===== src/rtl/ram_port_arbiter_if.sv =====
// Request/grant port bundle for one requester of ram_port_arbiter.
// The master modport is the requester side; the slave modport is the arbiter side.
`timescale 1ns/1ps

interface ram_port_arbiter_if #(
    parameter int ADDR_W = 14,
    parameter int DATA_W = 32
);
    logic              req;
    logic              we;
    logic [ADDR_W-1:0] addr;
    logic [DATA_W-1:0] wdata;
    logic              gnt;
    logic              rvalid;

    modport master (output req, we, addr, wdata, input gnt, rvalid);
    modport slave  (input req, we, addr, wdata, output gnt, rvalid);
endinterface


===== src/rtl/ram_port_arbiter.sv =====
// Two-port (CPU, loader) arbiter onto a single synchronous RAM port, fixed CPU priority.
// Define ARB_STARVE_GUARD_EN to force a loader grant after STARVE_LIMIT consecutive CPU grants.
`timescale 1ns/1ps

module ram_port_arbiter #(
    parameter int ADDR_W       = 14,
    parameter int DATA_W       = 32,
    parameter int STARVE_LIMIT = 4
) (
    input  logic              clock_50MHz,
    input  logic              Reset,
    ram_port_arbiter_if.slave cpu,
    ram_port_arbiter_if.slave ldr,
    output logic [DATA_W-1:0] rdata,
    output logic [ADDR_W-1:0] ram_addr,
    output logic              ram_we,
    output logic [DATA_W-1:0] ram_wdata,
    input  logic [DATA_W-1:0] ram_rdata
);

    typedef enum logic [1:0] {IDLE, ACCESS, RDATA} state_t;

    state_t            state, state_next;
    logic              cpu_gnt_q, cpu_gnt_next;
    logic              ldr_gnt_q, ldr_gnt_next;
    logic              cpu_rvalid_q, cpu_rvalid_next;
    logic              ldr_rvalid_q, ldr_rvalid_next;
    logic              ram_we_next;
    logic [ADDR_W-1:0] ram_addr_next;
    logic [DATA_W-1:0] ram_wdata_next;
    logic              owner_ldr, owner_ldr_next;
    logic              force_ldr;
    logic              pick_ldr;

    assign pick_ldr = ldr.req && (!cpu.req || force_ldr);

`ifdef ARB_STARVE_GUARD_EN
    logic [3:0] starve_cnt, starve_cnt_next;

    assign force_ldr = (starve_cnt == 4'(STARVE_LIMIT));

    // Counts CPU wins while the loader is waiting; any loader-idle cycle restarts the count.
    always_comb begin
        starve_cnt_next = starve_cnt;
        if (!ldr.req) begin
            starve_cnt_next = 4'd0;
        end else if (state == IDLE) begin
            if (pick_ldr) begin
                starve_cnt_next = 4'd0;
            end else if (cpu.req) begin
                starve_cnt_next = starve_cnt + 4'd1;
            end
        end
    end

    always_ff @(posedge clock_50MHz) begin
        if (Reset) begin
            starve_cnt <= 4'd0;
        end else begin
            starve_cnt <= starve_cnt_next;
        end
    end
`else
    assign force_ldr = 1'b0;
`endif

    always_ff @(posedge clock_50MHz) begin
        if (Reset) begin
            state        <= IDLE;
            cpu_gnt_q    <= 1'b0;
            ldr_gnt_q    <= 1'b0;
            cpu_rvalid_q <= 1'b0;
            ldr_rvalid_q <= 1'b0;
            ram_we       <= 1'b0;
            ram_addr     <= '0;
            ram_wdata    <= '0;
            owner_ldr    <= 1'b0;
        end else begin
            state        <= state_next;
            cpu_gnt_q    <= cpu_gnt_next;
            ldr_gnt_q    <= ldr_gnt_next;
            cpu_rvalid_q <= cpu_rvalid_next;
            ldr_rvalid_q <= ldr_rvalid_next;
            ram_we       <= ram_we_next;
            ram_addr     <= ram_addr_next;
            ram_wdata    <= ram_wdata_next;
            owner_ldr    <= owner_ldr_next;
        end
    end

    // Grants, rvalids and ram_we are single-cycle strobes: they default low and are raised
    // only on the transition into the state where they belong.
    always_comb begin
        state_next      = state;
        cpu_gnt_next    = 1'b0;
        ldr_gnt_next    = 1'b0;
        cpu_rvalid_next = 1'b0;
        ldr_rvalid_next = 1'b0;
        ram_we_next     = 1'b0;
        ram_addr_next   = ram_addr;
        ram_wdata_next  = ram_wdata;
        owner_ldr_next  = owner_ldr;
        case (state)
            IDLE: begin
                if (cpu.req || ldr.req) begin
                    owner_ldr_next = pick_ldr;
                    ram_addr_next  = pick_ldr ? ldr.addr  : cpu.addr;
                    ram_wdata_next = pick_ldr ? ldr.wdata : cpu.wdata;
                    ram_we_next    = pick_ldr ? ldr.we    : cpu.we;
                    cpu_gnt_next   = !pick_ldr;
                    ldr_gnt_next   = pick_ldr;
                    state_next     = ACCESS;
                end
            end
            ACCESS: begin
                if (ram_we) begin
                    state_next = IDLE;
                end else begin
                    cpu_rvalid_next = !owner_ldr;
                    ldr_rvalid_next = owner_ldr;
                    state_next      = RDATA;
                end
            end
            RDATA: begin
                state_next = IDLE;
            end
            default: begin
                state_next = IDLE;
            end
        endcase
    end

    assign cpu.gnt    = cpu_gnt_q;
    assign ldr.gnt    = ldr_gnt_q;
    assign cpu.rvalid = cpu_rvalid_q;
    assign ldr.rvalid = ldr_rvalid_q;
    assign rdata      = ram_rdata;

endmodule


===== src/flat_wrapper.sv =====
// flat-port wrapper written by rule: the top's interface ports become plain ports
module ram_port_arbiter_flat 
#(
    parameter int ADDR_W       = 14,
    parameter int DATA_W       = 32,
    parameter int STARVE_LIMIT = 4
)
  (clock_50MHz, Reset, rdata, ram_addr, ram_we, ram_wdata, ram_rdata, cpu_req, cpu_we, cpu_addr, cpu_wdata, cpu_gnt, cpu_rvalid, ldr_req, ldr_we, ldr_addr, ldr_wdata, ldr_gnt, ldr_rvalid);
  ram_port_arbiter_if #(.ADDR_W(ADDR_W), .DATA_W(DATA_W)) cpu_i ();
  ram_port_arbiter_if #(.ADDR_W(ADDR_W), .DATA_W(DATA_W)) ldr_i ();
  input  logic clock_50MHz;
  input  logic Reset;
  output logic [DATA_W-1:0] rdata;
  output logic [ADDR_W-1:0] ram_addr;
  output logic ram_we;
  output logic [DATA_W-1:0] ram_wdata;
  input  logic [DATA_W-1:0] ram_rdata;
  input wire logic [$bits(cpu_i.req)-1:0] cpu_req;
  input wire logic [$bits(cpu_i.we)-1:0] cpu_we;
  input wire logic [$bits(cpu_i.addr)-1:0] cpu_addr;
  input wire logic [$bits(cpu_i.wdata)-1:0] cpu_wdata;
  output wire logic [$bits(cpu_i.gnt)-1:0] cpu_gnt;
  output wire logic [$bits(cpu_i.rvalid)-1:0] cpu_rvalid;
  input wire logic [$bits(ldr_i.req)-1:0] ldr_req;
  input wire logic [$bits(ldr_i.we)-1:0] ldr_we;
  input wire logic [$bits(ldr_i.addr)-1:0] ldr_addr;
  input wire logic [$bits(ldr_i.wdata)-1:0] ldr_wdata;
  output wire logic [$bits(ldr_i.gnt)-1:0] ldr_gnt;
  output wire logic [$bits(ldr_i.rvalid)-1:0] ldr_rvalid;
  assign cpu_i.req = cpu_req;
  assign cpu_i.we = cpu_we;
  assign cpu_i.addr = cpu_addr;
  assign cpu_i.wdata = cpu_wdata;
  assign cpu_gnt = cpu_i.gnt;
  assign cpu_rvalid = cpu_i.rvalid;
  assign ldr_i.req = ldr_req;
  assign ldr_i.we = ldr_we;
  assign ldr_i.addr = ldr_addr;
  assign ldr_i.wdata = ldr_wdata;
  assign ldr_gnt = ldr_i.gnt;
  assign ldr_rvalid = ldr_i.rvalid;
  ram_port_arbiter #(.ADDR_W(ADDR_W), .DATA_W(DATA_W), .STARVE_LIMIT(STARVE_LIMIT)) u_core (.clock_50MHz(clock_50MHz), .Reset(Reset), .cpu(cpu_i), .ldr(ldr_i), .rdata(rdata), .ram_addr(ram_addr), .ram_we(ram_we), .ram_wdata(ram_wdata), .ram_rdata(ram_rdata));
endmodule

===== config.mk =====
export PLATFORM = sky130hd
export DESIGN_NAME = ram_port_arbiter_flat
export DESIGN_NICKNAME = d
export VERILOG_FILES = /design/src/rtl/ram_port_arbiter_if.sv /design/src/rtl/ram_port_arbiter.sv /design/src/flat_wrapper.sv
export SDC_FILE = /design/constraint.sdc
export NUM_CORES = 1
export LEC_CHECK = 0
export BUFFER_PORTS_ARGS = -buffer_cell sky130_fd_sc_hd__buf_2
export CORE_UTILIZATION = 37
export CTS_BUF_LIST = sky130_fd_sc_hd__clkbuf_4 sky130_fd_sc_hd__clkbuf_8
export DETAILED_ROUTE_END_ITERATION = 6
export GPL_TIMING_DRIVEN = 0
export PLACE_DENSITY = 0.83
export SYNTH_ARGS = -nofsm -noshare
export SYNTH_HDL_FRONTEND = slang
export SYNTH_SLANG_ARGS = --single-unit

===== constraint.sdc =====
create_clock -name clock_50MHz -period 1.44 [get_ports clock_50MHz]
set_input_delay 0.36 -clock clock_50MHz [delete_from_list [all_inputs] [get_ports clock_50MHz]]
set_output_delay 0.36 -clock clock_50MHz [all_outputs]
set_load 0.01 [all_outputs]

==> flow_metrics.py <==
metrics = {
    "route": {
        "firstDrtPassIters": 4,
        "route.vias.total": 2975,
        "highest_layer": "met4",
        "wl_per_cell_um": 14.1,
        "antenna_left": 0,
        "routed_wl_um": 8510,
        "met2_wirelength_um": 4410,
        "vias_per_cell": 4.93,
        "drt_iter0_drc": 77,
        "dr_wl_met3_um": 492,
        "m1WireLength_um": 3540,
        "drc": 0,
    },
    "logic_synthesis": {
        "syn_area_um2": 2830,
        "synth_cells": 319,
        "syn_nets": 449,
        "syn_area_per_cell_um2": 8.86,
        "ys_warn_count": 0,
        "ys_ff_latch": 54,
        "synthDistinctLibCells": 21,
        "synth_seq_area_share_pct": 38.2,
    },
    "pwr": {
        "p_leak_nw": 1.91,
        "ir_drop_uv": 466,
        "power.density_nw_per_um2": 999,
    },
    "clock_network": {
        "clock_path_buffers": 2,
        "clock_latency_ps": 300,
        "cts_hold_buf": 0,
        "clockRootBuffer": "clkbuf_8",
        "tritoncts": "done",
        "cts_buffers": 5,
        "cts_setup_buffers": 0,
        "h-tree-depth": 2,
        "cts.sinks": 54,
        "clk_pin_slew_worst_paths_ps": 100,
    },
    "global_routing": {
        "grt_pass1_wl_um": 12300,
        "grt_pass1_vias": 2675,
        "grtUsageTotal_pct": 20.1,
        "grt_start_max_net_pins": 20,
        "antenna_found_initial": 0,
        "grt-ovfl-total": 0,
    },
    "floorplanning": {
        "ios": 213,
        "dieHeight_um": 89.4,
        "die_w_um": 89.4,
        "start_util_pct": 38.6,
        "fp-row-count": 31,
        "dieArea_um2": 8000,
        "core_area_um2": 7330,
    },
    "placed_design": {
        "portBuffers": 179,
        "hpwlAfterDp_um": 6610,
        "gp_congestion": 0.748,
        "pre_cts_slack_ps": -265,
    },
    "timing": {
        "max_slew.worst_pin.slew_ps": 756,
        "clock_skew_ps": 6.55,
        "final-hold-violation-count": 0,
        "rsz0062_at_grt": "false",
        "slew_headroom_pct": 49.6,
        "finalMaxSlewViolations": 0,
        "setup_violations": 0,
        "post-route-min-period_ps": 1340,
        "setup_ws_ps": 102,
        "post-route-period-util_pct": 93.0,
        "fmax_mhz": 747,
    },
    "worst_setup_path": {
        "path_class": "in -> reg",
        "cp_cell_sequence": "buf_2 -> nand2b_1 -> buf_4 -> clkbuf_1 -> nand2_1 -> a311oi_2",
        "worst_setup_path_end_kind": "flop",
        "cp_slowest_cell": "clkbuf_1",
        "slowest_delay_ps": 370,
        "crit_required_ps": 1660,
        "start_kind": "input port",
        "worstPathMaxFanout": 10,
        "crit_arrival_ps": 1560,
    },
    "worst_hold_path": {
        "min_path_type": "in -> reg",
    },
    "status": {
        "status": "finished, final reports clean",
    },
    "cells_and_area": {
        "final_util_pct": 54.1,
        "antenna_cells": 0,
        "area_growth_pct": 40.1,
        "final_layout_size_suffix_gt1_share_pct": 55.0,
        "finalNetCount": 634,
    },
    "flow_run": {
        "drv_cap": 0,
    },
}
## layout make-up
class	count	area [um^2]
buffer	63	417
tap	99	124
clock buffer	5	68.8
clock inverter	2	38.8
multi-input combinational	201	1340
timing repair buffer	179	896
fill	688	3370
sequential	54	1080
## repair_timing
item,CTS,global route
setup endpoints to repair,43,4
gates cloned,0,0
resized for setup,5,3
## per-stage QoR
step | setup TNS (ps) | cell area [um^2] | total power, W | hold WS (ps) | std cells
after floorplan | 0 | 2830 | 0.00252 | 399 | 319
after global placement | -6770 | 3850 | 0.00296 | 430 | 597
after detailed placement | -7800 | 3850 | 0.00299 | 438 | 597
after CTS | 0 | 3960 | 0.00400 | 302 | 603
after global routing | 0 | 3960 | 0.00418 | 307 | 603
final | 0 | 3960 | 0.00396 | 309 | 603
## critical path, delay by kind of cell
kind | cells | cell delay, ps
AO/OA/AOI/OAI | 1 | 270
AND/OR/NAND/NOR | 2 | 270
buffers and inverters | 3 | 660
## cell usage in the layout (no fill, tap or decap), drive strengths merged, types with 2 or more instances in the layout
cell type  synthesis  final
a21oi             46     46
a311oi            46     46
and2               2      2
buf               45    222
clkbuf            19     25
dfxtp             54     54
nand2             93     93
nor2               2      2
nor2b              2      2
nor3               3      3
## where the power goes
group          total, W  leakage (nW)  switching (W)  internal [W]
sequential      0.00174         0.448      0.0000831       0.00166
combinational   0.00121          1.41       0.000652      0.000563
clock           0.00101        0.0542       0.000493      0.000512
total           0.00396          1.91        0.00123       0.00273
## synth_stat cells
library cell | number | share of area, %
mux2i_1 | 1 | 0.35
nor2b_1 | 2 | 0.44
buf_2 | 7 | 1.2
a311oi_1 | 6 | 1.9
a311oi_2 | 40 | 21
nand2_1 | 93 | 12
a21boi_0 | 1 | 0.27
or2_1 | 1 | 0.22
clkbuf_2 | 1 | 0.18
a21oi_1 | 46 | 8.1
nor2_1 | 2 | 0.27
nand2b_1 | 1 | 0.22
dfxtp_1 | 54 | 38
nor3_1 | 3 | 0.53
and2_1 | 2 | 0.44
buf_6 | 5 | 2.0
clkbuf_1 | 18 | 2.4
o21ba_2 | 1 | 0.35
buf_4 | 33 | 8.8
nor4b_1 | 1 | 0.31
and3_1 | 1 | 0.22
## path summary, 6_finish.rpt
path / start / endpoint / slack, ps / depth (start not counted)
worst max-delay path: cpu_req / u_core.ram_wdata[31]$_SDFFE_PP0P_ / 100 / 6
worst min-delay path: ldr_wdata[18] / u_core.ram_wdata[18]$_SDFFE_PP0P_ / 310 / 3
worst max register to register: u_core.state[0]$_SDFFE_PP0P_ / u_core.ram_wdata[8]$_SDFFE_PP0P_ / 120 / 4
worst min register to register: u_core.owner_ldr$_SDFFE_PP0P_ / u_core.cpu.rvalid$_SDFF_PP0_ / 440 / 1
## routing by layer
metal,global-route usage [%],vias to the layer above
li1,-,1463
met3,3.97,8
met2,38.3,125
met4,4.76,0
met1,22.9,1379
met5,0,-
## sequential cells by signal (all words and copies together) (netlist names)
register	count
u_core.ram_addr	14
u_core.cpu.rvalid	1
u_core.state	2
u_core.ldr.rvalid	1
u_core.cpu.gnt	1
u_core.ram_we	1
u_core.ldr.gnt	1
u_core.ram_wdata	32
u_core.owner_ldr	1
## logic make-up (layout without fill, tap and decap cells)
group	Yosys count	after routing	share of synthesized area [%]
AND/OR/NAND/NOR	106	106	15.0
multiplexers	1	1	0.354
buffers and inverters	64	249	14.6
flip-flops	54	54	38.2
AO/OA/AOI/OAI	94	94	31.9
Note: power is estimated with default switching activity, not from simulation.
